`config.mk`:
```
export PLATFORM = sky130hd
export DESIGN_NAME = seg7_time_logger
export DESIGN_NICKNAME = d
export VERILOG_FILES = /design/src/rtl/seg7_logger_pkg.sv /design/src/rtl/seg7_decode.sv /design/src/rtl/seg7_time_logger.sv
export SDC_FILE = /design/constraint.sdc
export NUM_CORES = 1
export LEC_CHECK = 0
export ABC_AREA = 0
export CORE_MARGIN = 2
export CORE_UTILIZATION = 50
export DETAILED_ROUTE_END_ITERATION = 12
export PLACE_DENSITY_LB_ADDON = 0.1
export SKIP_CTS_REPAIR_TIMING = 1
export SYNTH_ARGS = -nofsm -noshare
export SYNTH_HDL_FRONTEND = slang
export SYNTH_SLANG_ARGS = --single-unit
```
`constraint.sdc`:
```
create_clock -name clk -period 2.65 [get_ports clk]
set_input_delay 0.53 -clock clk [delete_from_list [all_inputs] [get_ports clk]]
set_output_delay 0.53 -clock clk [all_outputs]
set_load 0.1 [all_outputs]
```
`src/rtl/seg7_logger_pkg.sv`:
```
// Shared definitions for the 7-segment time logger: segment patterns, FSM states, entry record.
// Latency: n/a (types and constants only).
// Backpressure: n/a.
// Build option: SEG7_LOGGER_SEQNUM_EN widens stored entries to carry an 8-bit sequence number.
package seg7_logger_pkg;

  // Active-low segment patterns, bit0 = segment a.
  localparam logic [6:0] SEG_0     = 7'h40;
  localparam logic [6:0] SEG_1     = 7'h79;
  localparam logic [6:0] SEG_2     = 7'h24;
  localparam logic [6:0] SEG_3     = 7'h30;
  localparam logic [6:0] SEG_4     = 7'h19;
  localparam logic [6:0] SEG_5     = 7'h12;
  localparam logic [6:0] SEG_6     = 7'h02;
  localparam logic [6:0] SEG_7     = 7'h78;
  localparam logic [6:0] SEG_8     = 7'h00;
  localparam logic [6:0] SEG_9     = 7'h10;
  localparam logic [6:0] SEG_BLANK = 7'h7F;

  localparam logic [3:0] BLANK_DIGIT = 4'hF;

  typedef enum logic [1:0] {
    ST_IDLE   = 2'd0,
    ST_SETTLE = 2'd1,
    ST_COMMIT = 2'd2
  } state_t;

  typedef struct packed {
    logic [3:0] min_h;
    logic [3:0] min_l;
    logic [3:0] sec_h;
    logic [3:0] sec_l;
  } entry_t;

`ifdef SEG7_LOGGER_SEQNUM_EN
  localparam int ENTRY_W = 24;
`else
  localparam int ENTRY_W = 16;
`endif

endpackage

```
`src/rtl/seg7_decode.sv`:
```
// Decodes one active-low 7-segment digit back to BCD (blank -> 4'hF); flags unknown patterns.
// Latency: combinational.
// Backpressure: none.
// Ports: i_seg (7b segments), o_digit (4b BCD or BLANK_DIGIT), o_valid (pattern recognised).
module seg7_decode
  import seg7_logger_pkg::*;
(
  input  logic [6:0] i_seg,
  output logic [3:0] o_digit,
  output logic       o_valid
);

  always_comb begin
    o_digit = 4'h0;
    o_valid = 1'b1;
    case (i_seg)
      SEG_0:     o_digit = 4'd0;
      SEG_1:     o_digit = 4'd1;
      SEG_2:     o_digit = 4'd2;
      SEG_3:     o_digit = 4'd3;
      SEG_4:     o_digit = 4'd4;
      SEG_5:     o_digit = 4'd5;
      SEG_6:     o_digit = 4'd6;
      SEG_7:     o_digit = 4'd7;
      SEG_8:     o_digit = 4'd8;
      SEG_9:     o_digit = 4'd9;
      SEG_BLANK: o_digit = BLANK_DIGIT;
      default:   o_valid = 1'b0;
    endcase
  end

endmodule

```
`src/rtl/seg7_time_logger.sv`:
```
// Snoops MM:SS HEX wires, debounces each new displayed time and logs it into a show-ahead FIFO.
// Latency: stable input to rd_valid is STABLE_CYCLES+2 clocks; pop takes effect at the clock edge.
// Backpressure: none on HEX; commits arriving while full (without a same-cycle pop) are dropped and flag overflow.
// Ports: clk, RST (sync, active-high), HEX0..HEX3 (SecL, SecH, MinL, MinH), rd_en;
//        rd_valid, rd_data, count, full, overflow (sticky), bad_pattern (sticky).
// Build option: SEG7_LOGGER_SEQNUM_EN adds an 8-bit commit sequence number in rd_data[23:16].
module seg7_time_logger
  import seg7_logger_pkg::*;
#(
  parameter int STABLE_CYCLES = 4,
  parameter int DEPTH         = 8
) (
  input  logic                     clk,
  input  logic                     RST,
  input  logic [6:0]               HEX0,
  input  logic [6:0]               HEX1,
  input  logic [6:0]               HEX2,
  input  logic [6:0]               HEX3,
  input  logic                     rd_en,
  output logic                     rd_valid,
  output logic [ENTRY_W-1:0]       rd_data,
  output logic [$clog2(DEPTH):0]   count,
  output logic                     full,
  output logic                     overflow,
  output logic                     bad_pattern
);

  localparam int AW = $clog2(DEPTH);
  localparam int CW = AW + 1;
  localparam logic [CW-1:0] DEPTH_C = CW'(DEPTH);
  localparam logic [7:0]    STAB_C  = 8'(STABLE_CYCLES);

  // ---------------- input stage ----------------
  // Reset to the 00:00 pattern so the idle display right after reset matches r_last.
  logic [27:0] r_hex;
  always_ff @(posedge clk) begin
    if (RST) r_hex <= {SEG_0, SEG_0, SEG_0, SEG_0};
    else     r_hex <= {HEX3, HEX2, HEX1, HEX0};
  end

  entry_t     w_sample;
  logic [3:0] w_dvalid;

  for (genvar g = 0; g < 4; g++) begin : g_dec
    seg7_decode u_dec (
      .i_seg   (r_hex[7*g +: 7]),
      .o_digit (w_sample[4*g +: 4]),
      .o_valid (w_dvalid[g])
    );
  end

  logic w_valid;
  assign w_valid = &w_dvalid;

  // ---------------- FSM ----------------
  state_t     r_state, w_next;
  entry_t     r_cand, r_last;
  logic [7:0] r_stab;
  logic [7:0] w_stab_inc;
  logic       w_same_cand, w_same_last;
  logic       w_load_cand, w_inc_stab, w_commit;

  assign w_stab_inc  = r_stab + 8'd1;
  assign w_same_cand = (w_sample == r_cand);
  assign w_same_last = (w_sample == r_last);

  always_ff @(posedge clk) begin
    if (RST) r_state <= ST_IDLE;
    else     r_state <= w_next;
  end

  always_comb begin
    w_next = r_state;
    case (r_state)
      ST_IDLE:   if (w_valid && !w_same_last) w_next = ST_SETTLE;
      ST_SETTLE: begin
        if (!w_valid || w_same_last)              w_next = ST_IDLE;
        else if (w_same_cand && w_stab_inc == STAB_C) w_next = ST_COMMIT;
      end
      ST_COMMIT: w_next = ST_IDLE;
      default:   w_next = ST_IDLE;
    endcase
  end

  always_comb begin
    w_load_cand = 1'b0;
    w_inc_stab  = 1'b0;
    w_commit    = 1'b0;
    case (r_state)
      ST_IDLE:   w_load_cand = w_valid && !w_same_last;
      ST_SETTLE: begin
        if (w_valid && !w_same_last) begin
          if (w_same_cand) w_inc_stab  = 1'b1;
          else             w_load_cand = 1'b1;
        end
      end
      ST_COMMIT: w_commit = 1'b1;
      default:   ;
    endcase
  end

  always_ff @(posedge clk) begin
    if (RST) begin
      r_cand <= '0;
      r_stab <= 8'd0;
      r_last <= '0;
    end else begin
      if (w_load_cand) begin
        r_cand <= w_sample;
        r_stab <= 8'd1;
      end else if (w_inc_stab) begin
        r_stab <= w_stab_inc;
      end
      if (w_commit) r_last <= r_cand;
    end
  end

  // ---------------- FIFO ----------------
  logic [ENTRY_W-1:0] r_mem [DEPTH];
  logic [AW-1:0]      r_wr_ptr, r_rd_ptr;
  logic [CW-1:0]      r_count;
  logic [ENTRY_W-1:0] w_wr_dat;
  logic               w_full, w_pop, w_push, w_drop;

`ifdef SEG7_LOGGER_SEQNUM_EN
  // Counts every commit, dropped ones included, so readers can spot gaps.
  logic [7:0] r_seq;
  always_ff @(posedge clk) begin
    if (RST)           r_seq <= 8'd0;
    else if (w_commit) r_seq <= r_seq + 8'd1;
  end
  assign w_wr_dat = {r_seq, r_cand};
`else
  assign w_wr_dat = r_cand;
`endif

  assign w_full = (r_count == DEPTH_C);
  assign w_pop  = rd_en && (r_count != '0);
  // A pop in the same cycle frees the slot, so a commit into a full FIFO still lands.
  assign w_push = w_commit && (!w_full || w_pop);
  assign w_drop = w_commit && w_full && !w_pop;

  always_ff @(posedge clk) begin
    if (w_push) r_mem[r_wr_ptr] <= w_wr_dat;
  end

  always_ff @(posedge clk) begin
    if (RST) begin
      r_wr_ptr    <= '0;
      r_rd_ptr    <= '0;
      r_count     <= '0;
      overflow    <= 1'b0;
      bad_pattern <= 1'b0;
    end else begin
      if (w_push) r_wr_ptr <= r_wr_ptr + AW'(1);
      if (w_pop)  r_rd_ptr <= r_rd_ptr + AW'(1);
      case ({w_push, w_pop})
        2'b10:   r_count <= r_count + CW'(1);
        2'b01:   r_count <= r_count - CW'(1);
        default: ;
      endcase
      if (w_drop)   overflow    <= 1'b1;
      if (!w_valid) bad_pattern <= 1'b1;
    end
  end

  assign rd_valid = (r_count != '0);
  assign rd_data  = r_mem[r_rd_ptr];
  assign count    = r_count;
  assign full     = w_full;

endmodule

```
# == Word level (Yosys, flattened, before mapping) ==
# Memories as Yosys holds them, arrays and structs flattened. A register that Yosys moved wholly into a read port is not among the register bits.
# Index checks and enable logic that the tools add are counted.
# word_totals
register_bits,82
ramBits,128
inputBits,31
out_inout_bits,24
elab_cells,126
memories,1
# mem_list
name,depth,word_bits,read_ports,rd_ports_with_merged_regs,write_ports,line,source
r_mem,8,16,1,1,1,seg7_time_logger.sv:119,logic [ENTRY_W-1:0] r_mem [DEPTH];
# op_classes
n_addsub,5
eq_ne,50
muxes,26
reduce_logical,27
# ops
cell,n
4-bit case mux with 10 select lines,4
7-bit equality test (second input constant),16
7-bit by 5-bit equality test with 1-bit output (second input constant),12
7-bit by 6-bit equality test with 1-bit output (second input constant),8
11-bit OR reduction,4
16-bit equality test,2
7-bit by 2-bit equality test with 1-bit output (second input constant),4
7-bit zero test,4
1-bit two-way mux,14
8-bit by 1-bit adder with 8-bit output (second input constant),1
8-bit by 3-bit equality test with 1-bit output (second input constant),1
4-bit case mux with 2 select lines,1
3-bit by 1-bit adder with 3-bit output (second input constant),2
1-bit logical AND,6
2-bit two-way mux,3
3-bit two-way mux,2
4-bit by 1-bit adder with 4-bit output (second input constant),1
2-bit by 1-bit equality test with 1-bit output (second input constant),2
2-bit equality test (second input constant),2
4-bit equality test (second input constant),1
1-bit zero test,4
2-bit case mux with 2 select lines,1
4-bit AND reduction,1
2-bit nonzero test,2
other kinds (9),10

# == Longest topological paths before layout ==
# depth
word_depth,9
depth_mapped,11
ltp_nobuf,10

# == By module ==
# From an unflattened synthesis, not the netlist that was laid out.
# hier_totals
hier_cells,706
hier_area_um2,9278.9
# modules_own_cells
module,n_inst,cells_each,area_each_um2,seq_area_each_um2
seg7_time_logger,1,578,8313.0,5545.3
seg7_decode,4,32,241.5,0.0

# == Least setup slack after synthesis ==
# No wires, ideal clock.
# synth_path
kind,reg-to-reg
from,"register r_count[0], in the netlist count[0]"
to,"register r_count[3], in the netlist count[3]"
arrival_ns,3.419
t_required_ns,2.522
slack_ns,-0.897
path_stages_with_launch,11
period_less_slack_ns,3.547
path_cell_list,dfxtp_1 > nor3_1 > nand2b_1 > nand3_1 > inv_1 > ha_1 > a21o_1 > a21oi_1 > mux2i_1 > xnor2_1 > nor2_1
# synth_via
elab_chain_cells,6
elab_cells_between_ends,12
cone_classes,2 x add/sub; 3 x eq/ne; 1 x mux; 6 x reduce/logical
# synth_rtl
item,line,source
from (decl),seg7_time_logger.sv:121,logic [CW-1:0] r_count;
from (signal assigned),seg7_time_logger.sv:158,2'b10: r_count <= r_count + CW'(1);
from (signal assigned),seg7_time_logger.sv:159,2'b01: r_count <= r_count - CW'(1);
4-bit nonzero test *,n/a,
named net rd_valid,seg7_time_logger.sv:20,"output logic rd_valid,"
1-bit logical AND *,seg7_time_logger.sv:138,assign w_pop = rd_en && (r_count != '0);
1-bit logical OR,seg7_time_logger.sv:140,assign w_push = w_commit && (!w_full || w_pop);
1-bit logical AND,seg7_time_logger.sv:140,
2-bit by 1-bit equality test with 1-bit output / 2-bit equality test (equally long branches),seg7_time_logger.sv:157,"case ({w_push, w_pop})"
4-bit case mux with 2 select lines / 2-bit nonzero test (equally long branches),n/a,
# Mark *: on every way through the listed nets, which the timed path passes. The rest lies on a longest branch.
# A chain may end at the register's enable or synchronous reset.

# == Worst setup path after layout ==
# layout_path
from,register r_hex[8]
to,register r_cand[14] in the netlist's numbering
# layout_via
elab_chain_cells,7
elab_cells_between_ends,22
cone_classes,12 x eq/ne; 5 x mux; 5 x reduce/logical
# layout_rtl
item,line,source
from (decl),seg7_time_logger.sv:35,logic [27:0] r_hex;
from (signal assigned),seg7_time_logger.sv:37,"if (RST) r_hex <= {SEG_0, SEG_0, SEG_0, SEG_0};"
from (signal assigned),seg7_time_logger.sv:38,"else r_hex <= {HEX3, HEX2, HEX1, HEX0};"
7-bit equality test (tied with other cells),seg7_decode.sv:16,case (i_seg)
4-bit case mux with 10 select lines / 11-bit OR reduction (equally long branches),n/a,
16-bit equality test / 1-bit two-way mux (equally long branches),"seg7_time_logger.sv:65, seg7_decode.sv:16",
1-bit zero test / 4-bit AND reduction (equally long branches),"seg7_time_logger.sv:90, seg7_time_logger.sv:92, seg7_time_logger.sv:53",
1-bit logical AND,"seg7_time_logger.sv:90, seg7_time_logger.sv:92",
1-bit two-way mux,seg7_time_logger.sv:92,if (w_valid && !w_same_last) begin
1-bit case mux with 2 select lines *,seg7_time_logger.sv:89,case (r_state)
to (signal assigned),seg7_time_logger.sv:109,r_cand <= w_sample;
to (decl),seg7_time_logger.sv:57,"entry_t r_cand, r_last;"
# Mark *: on every way between the ends. The rest lies on a longest branch, timed or not.

==> results.json <==
{
  "cp-startpoint": "r_hex[8]",
  "fillers": 1473,
  "synth_area_leader_cell": "edfxtp_1",
  "fin_skew_ns": 0.007894,
  "synth_top_cell_area_share_pct": 39.35,
  "vias": 6567,
  "setup.worst_path.end_class": "flip-flop",
  "ys_seq_elements": 213,
  "r2r_start": "r_hex[8]",
  "use_met1_pct": 27.05,
  "cpPeakStageDelay_ns": 0.55,
  "status": "complete, but fails checks",
  "p_int_uw": 6269,
  "power.leakage_uw": 0.004383,
  "fin_area_um2": 12360,
  "path_max_fanout": 5,
  "io_pins": 55,
  "crit_chain": "or4_1, a21oi_1, nor2_4, xnor2_1, or4_4, nand4b_4, and2_4, a211oi_1",
  "swShare_pct": 29.27,
  "dr.first_iter.drc_count": 406,
  "slew_headroom_pct": 50.64,
  "synth_area_um2": 9767,
  "tightestPinTransition_ns": 0.7404,
  "numCtsBuffers": 23,
  "grt_use_met3_pct": 2.899,
  "combPwrFrac_pct": 24.3,
  "slowest_stage": "or4_4",
  "r2r_cells": 8,
  "die_area_um2": 20670,
  "drcViolationCount": 0,
  "violations": "setup timing",
  "routed_via_density": 5.642,
  "path_clk_slew_ns": 0.05,
  "die_h_um": 143.8,
  "finalMaxSlewViolations": 0,
  "ys.flop_type": "edfxtp_1",
  "drive_gt1_share_pct": 33.26,
  "core_um2": 19330,
  "hold_viol_final": 0,
  "htree_levels": 1,
  "fin_crit_sh_pct": 106.6,
  "grt_pass1_wl_um": 34070,
  "cts_sinks": 213,
  "crit_required_ns": 3.06,
  "cts_buffer_depth": 3,
  "layout.nets": 921,
  "antenna_found_initial": 0,
  "start_kind": "flip-flop",
  "root_buffer": "clkbuf_16",
  "cts_tree": "done",
  "initial_core_util_pct": 50.51,
  "mostFrequentLayoutCell": "edfxtp_1",
  "dp_hpwl_um": 14070,
  "rsz0062_at_grt": "true",
  "multi_input_area_um2": 4084,
  "async_flop_share_pct": 0,
  "ys_seq_area_share_pct": 56.78,
  "top_usage_layer": "met2",
  "routed_wirelength_um": 21800,
  "area_delta_synth_final_pct": 26.54,
  "critPathKind": "flip-flop to flip-flop",
  "grtUsageTotal_pct": 21.10,
  "power_density_nw_per_um2": 717.2,
  "grt-ovfl-total": 0,
  "seq_power_share_pct": 40.9,
  "insertedDiodeCount": 0,
  "routedWlPerCell_um": 18.73,
  "die_width_um": 143.8,
  "use_met2_pct": 37.87,
  "regToRegSetupSlack_ns": -0.17,
  "finalSetupViolCount": 31,
  "layout_common_cells": "edfxtp_1, buf_4, dfxtp_1",
  "fin_tns_setup_ns": -2.781,
  "synth_edf_count": 128,
  "p_sw_uw": 2595,
  "clockPowerShare_pct": 34.8,
  "drtAntennaViolNets": 0,
  "fmax_mhz": 354.1,
  "clk_latency_ns": 0.52,
  "yosys-top-cells-area": "edfxtp_1, dfxtp_1, mux4_2",
  "crit_arrival_ns": 3.24,
  "r2r-end": "r_cand[14]",
  "dpl_cell_area_um2": 11310,
  "setup_ws_ns": -0.1738,
  "gp_congestion": 0.8680,
  "syn_avg_cell_area_um2": 13.06,
  "firstDrtPassIters": 5,
  "ys.warnings.count": 0,
  "grt_max_degree": 50,
  "port-buffer-count": 54,
  "fin_crit_ns": 2.824,
  "syn_nets": 786,
  "hold_path_class": "flip-flop to flip-flop",
  "grt_pass1_vias": 6520,
  "ir_drop_uv": 522.0,
  "ys_types": 91,
  "cap_violations": 0,
  "regArea_um2": 5555,
  "synthCells": 748,
  "endpoint": "r_cand[14]",
  "rows": 51
}
registers in the layout, summed over array words and instances, names as in the netlist, named ones only:
register / count
r_state: 2
r_mem: 128
r_cand: 16
count: 4
r_rd_ptr: 3
bad_pattern: 1
overflow: 1
r_wr_ptr: 3
r_last: 16
r_stab: 8
r_hex: 28
per-layer routing:
metal | share of wire [%] | vias up | wire, um
li1 | - | 3123 | -
met1 | 43 | 3277 | 9317
met2 | 52 | 141 | 11340
met3 | 3.4 | 26 | 751
met4 | 1.8 | 0 | 393
met5 | 0 | - | 0
synth_stat cells, drive strengths merged (8+ instances only):
cell / count
inv: 13
nand2: 55
a311oi: 10
mux2: 16
xnor2: 24
a2111oi: 8
edfxtp: 128
and3: 11
o21ai: 11
mux4: 32
nor2b: 30
xor2: 13
a21oi: 50
nand3: 18
or3: 10
nor3: 22
nor2: 40
clkbuf: 20
dfxtp: 85
nand4: 8
buf: 28
a211oi: 8
worst min-delay path by stage:
| stage | start | to | slack [ns] | cells after the start |
|---|---|---|---|---|
| finish | r_last[3] | r_last[3] | 0.47 | 2 |
| global route | r_last[3] | r_last[3] | 0.49 | 2 |
| CTS | r_last[6] | r_last[6] | 0.48 | 2 |
| detailed placement | r_last[6] | r_last[6] | 0.47 | 2 |
| global placement | r_last[2] | r_last[2] | 0.46 | 2 |
| floorplan | r_last[14] | r_last[14] | 0.44 | 2 |
cell families (layout without fill, tap and decap cells):
logic type,after synthesis,in the layout,share of synthesized area [%]
compound gates,134,134,10.72
buf+inv,61,211,3.971
mux,50,50,9.429
xor+xnor,37,37,3.318
fa+ha+maj,7,7,0.9736
simple gates,246,247,14.81
flops,213,213,56.78
through the flow:
stage	hold WS, ns	setup slack, ns	std cells	power (uW)	util, %
after detailed placement	0.4664	-0.2465	1116	5711	58.50
after floorplan	0.4446	-0.1489	748	5116	-
final	0.4707	-0.1738	1164	8864	63.92
after global placement	0.4576	-0.1611	1116	5671	58.50
after CTS	0.4751	-0.2610	1157	8799	62.29
after global routing	0.4919	-0.3009	1164	9199	63.92
final cells by class:
class	instances	share of cell area [%]
Timing Repair Buffer	157	13.00
Sequential cell	213	44.95
Clock inverter	5	0.5568
Inverter	13	0.3948
Tap cell	265	2.683
Multi-Input combinational cell	475	33.04
Clock buffer	36	5.376
critical path, delay by kind of cell (launching register included):
kind	cells	cell delay, ns
AND/OR/NAND/NOR	5	1.69
XOR/XNOR	1	0.16
flip-flops	1	0.33
AO/OA/AOI/OAI	2	0.53
power groups by stage:
stage / combinational, uW / clock [uW] / sequential, uW
2_1_floorplan: 1320 / 0 / 3800
3_3_place_gp: 2000 / 0 / 3670
3_5_place_dp: 2040 / 0 / 3670
4_1_cts: 2040 / 3160 / 3600
5_1_grt: 2270 / 3300 / 3630
6_report: 2160 / 3080 / 3620
Note: power is estimated with default switching activity, not from simulation.
==> patch: new RTL, same settings <==
The option `SEG7_LOGGER_SEQNUM_EN` is turned on by a define.
--- a/src/rtl/seg7_logger_pkg.sv
+++ b/src/rtl/seg7_logger_pkg.sv
@@ -4,2 +4,4 @@
 // Build option: SEG7_LOGGER_SEQNUM_EN widens stored entries to carry an 8-bit sequence number.
+`define SEG7_LOGGER_SEQNUM_EN
+
 package seg7_logger_pkg;
Ports: changed (resized rd_data); port bits go from 55 to 63. No check against the original RTL was run, so the function may have changed too.
==> patch against the original RTL <==
  * The run still ends with setup timing left
  * Via count up 27%
  * Sequential cell count up 72
  * Routed wire length up 29%
  * Final area up 32%
  * Synthesized area up 28%
  * Worst setup slack worse by 0.24 ns
  * Count of clock-buffer cells in the layout up 1
  * Power up 37%
  * Sequential share of layout area up 1.9 points
  * Non-clock buffer count up 45
  * Synthesized cell count up 25%
  * Critical path type unchanged
  * Largest cell class unchanged
==> patch: results (changes against the original RTL) <==
- Status: complete, but fails checks
- Hold slack final: 0.399 ns (-0.0715 ns)
- Crit Reg-Reg Endpoint: r_stab[0]
- Fraction of layout cells with a size suffix above 1: 32.8% (-0.48 points)
- Worst-path fanout max: 4 (-1)
- Clock Skew: 0.0183 ns (+0.0105 ns)
- Initial DRC Count: 579 (+43%)
- Gp weighted congestion: 0.912 (+5.1%)
- PortBufs: 62 (+15%)
- Final setup margin: -0.419 ns (-0.245 ns)
- Synth Flop Type: edfxtp_1
- Post-synth EDFFs: 192 (+50%)
- Final #Nets: 1152 (+25%)
- Overall routing resource usage: 20.9% (-0.17 points)
- Sequential cell area fraction in the yosys report: 61.0% (+4.2 points)
- Reg2reg path depth: 8 (unchanged)
- Ys async rst share: 0% (unchanged)
- Root Driver: clkbuf_16
- H-tree levels: 1 (unchanged)
- Hold Path Stages: 4 (+2)
- Syn nets: 974 (+24%)
- Crit path arrival time: 3.49 ns (+0.25 ns)
- CTS max path bufs: 3 (unchanged)
- Ant. Diodes: 0 (unchanged)
- Peak supply drop: 678 uV (+30%)
- Worst Hold Path EP: r_stab[4]
- Hold WC Path Type: input port to flop
- CP peak stage delay: 0.55 ns (about the same)
- Worst slew margin: 55.7% (+5.1 points)
- Synth area leaders: edfxtp_1, dfxtp_1, mux4_2
- Post-synth top cells: edfxtp_1, dfxtp_1, nand2_1
- Worst-path clk slew: about 0.060 ns
- Vias in the first global route: 7956 (+22%)
- CTS buffer count: 28 (+22%)
- Reg2reg start: r_hex[14]
- Initial antenna violation count: 0 (unchanged)
- Average wire per standard cell: 19.2 um (+2.6%)
- First-pass GRT wire length: 43.3 mm (+27%)
- Leak Pwr: 5.80 nW (+32%)
- Yosys cell types: 81 (-11%)
- Largest net degree at the start of global routing: 87 (+74%)
- Hold_sp: RST
- Clk_lat worst skew: 0.56 ns (+0.04 ns)
- Top Registers: r_mem (192), r_hex (28)
- Via Count: 8358 (+27%)
- Critical Path Slowest Stage Cell: or4_4
- Violated checks: setup timing
- Setup Viol. Count Final: 50 (+61%)
- Synth Warn #: 0 (unchanged)
- Post-DP HPWL: 17.0 mm (+21%)
- DRT Pass-1 Iters: 5 (unchanged)
==> patch: how the worst max path moves through the flow <==
stage | depth (start not counted) | to | slack [ns] | from
finish | 8 | r_stab[0] | -0.42 | r_hex[14]
global route | 8 | r_stab[0] | -0.50 | r_hex[14]
CTS | 8 | r_stab[0] | -0.42 | r_hex[14]
detailed placement | 9 | r_stab[5] | -0.39 | r_hex[14]
global placement | 9 | r_stab[5] | -0.36 | r_hex[14]
floorplan | 9 | r_stab[0] | -0.49 | r_hex[15]
==> patch: metrics by stage <==
step	instance area (um2)	power [W]	setup TNS (ns)	std cells	setup slack (ns)
after floorplan	12700	0.00682	-9.32	935	-0.490
after global placement	14900	0.00770	-7.36	1396	-0.359
after detailed placement	14900	0.00772	-8.19	1396	-0.394
after CTS	15900	0.0120	-11.55	1448	-0.423
after global routing	16300	0.0126	-15.07	1459	-0.503
final	16300	0.0121	-10.89	1459	-0.419
==> patch: kinds of logic after synthesis <==
logic type      count (synthesis)  synth area share, %
simple gates                  317                 14.3
flops                         285                 61.0
compound gates                151                 8.23
mux                            77                 11.2
buf+inv                        63                 2.07
xor+xnor                       34                 2.38
fa+ha+maj                       8                0.860
==> patch: layer usage <==
layer	track usage [%]	vias up	part of all wire [%]
li1	-	3984	-
met1	29.7	4102	44
met2	34.4	226	48
met3	2.63	46	4.7
met4	5.75	0	2.4
met5	0	-	0
==> patch: worst max-delay path, delay by kind of cell, from the launching register on <==
| family | cells | cell delay, ns |
|---|---|---|
| simple gates | 3 | 1.42 |
| flops | 1 | 0.31 |
| compound gates | 4 | 0.89 |
| mux | 1 | 0.32 |
==> patch: layout make-up <==
cell class | count | area (um2)
Multi-Input combinational cell | 587 | 5020
Clock buffer | 37 | 795
Tap cell | 324 | 405
Sequential cell | 285 | 7650
Clock inverter | 15 | 224
Inverter | 9 | 33.8
Timing Repair Buffer | 202 | 2210
Fill cell | 1754 | 8120
==> patch: report_power, final <==
| group | switching [W] | leakage, nW | internal, W |
|---|---|---|---|
| Sequential | 0.000113 | 2.54 | 0.00476 |
| Combinational | 0.00167 | 2.76 | 0.00133 |
| Clock | 0.00166 | 0.498 | 0.00260 |
| Total | 0.00344 | 5.80 | 0.00869 |
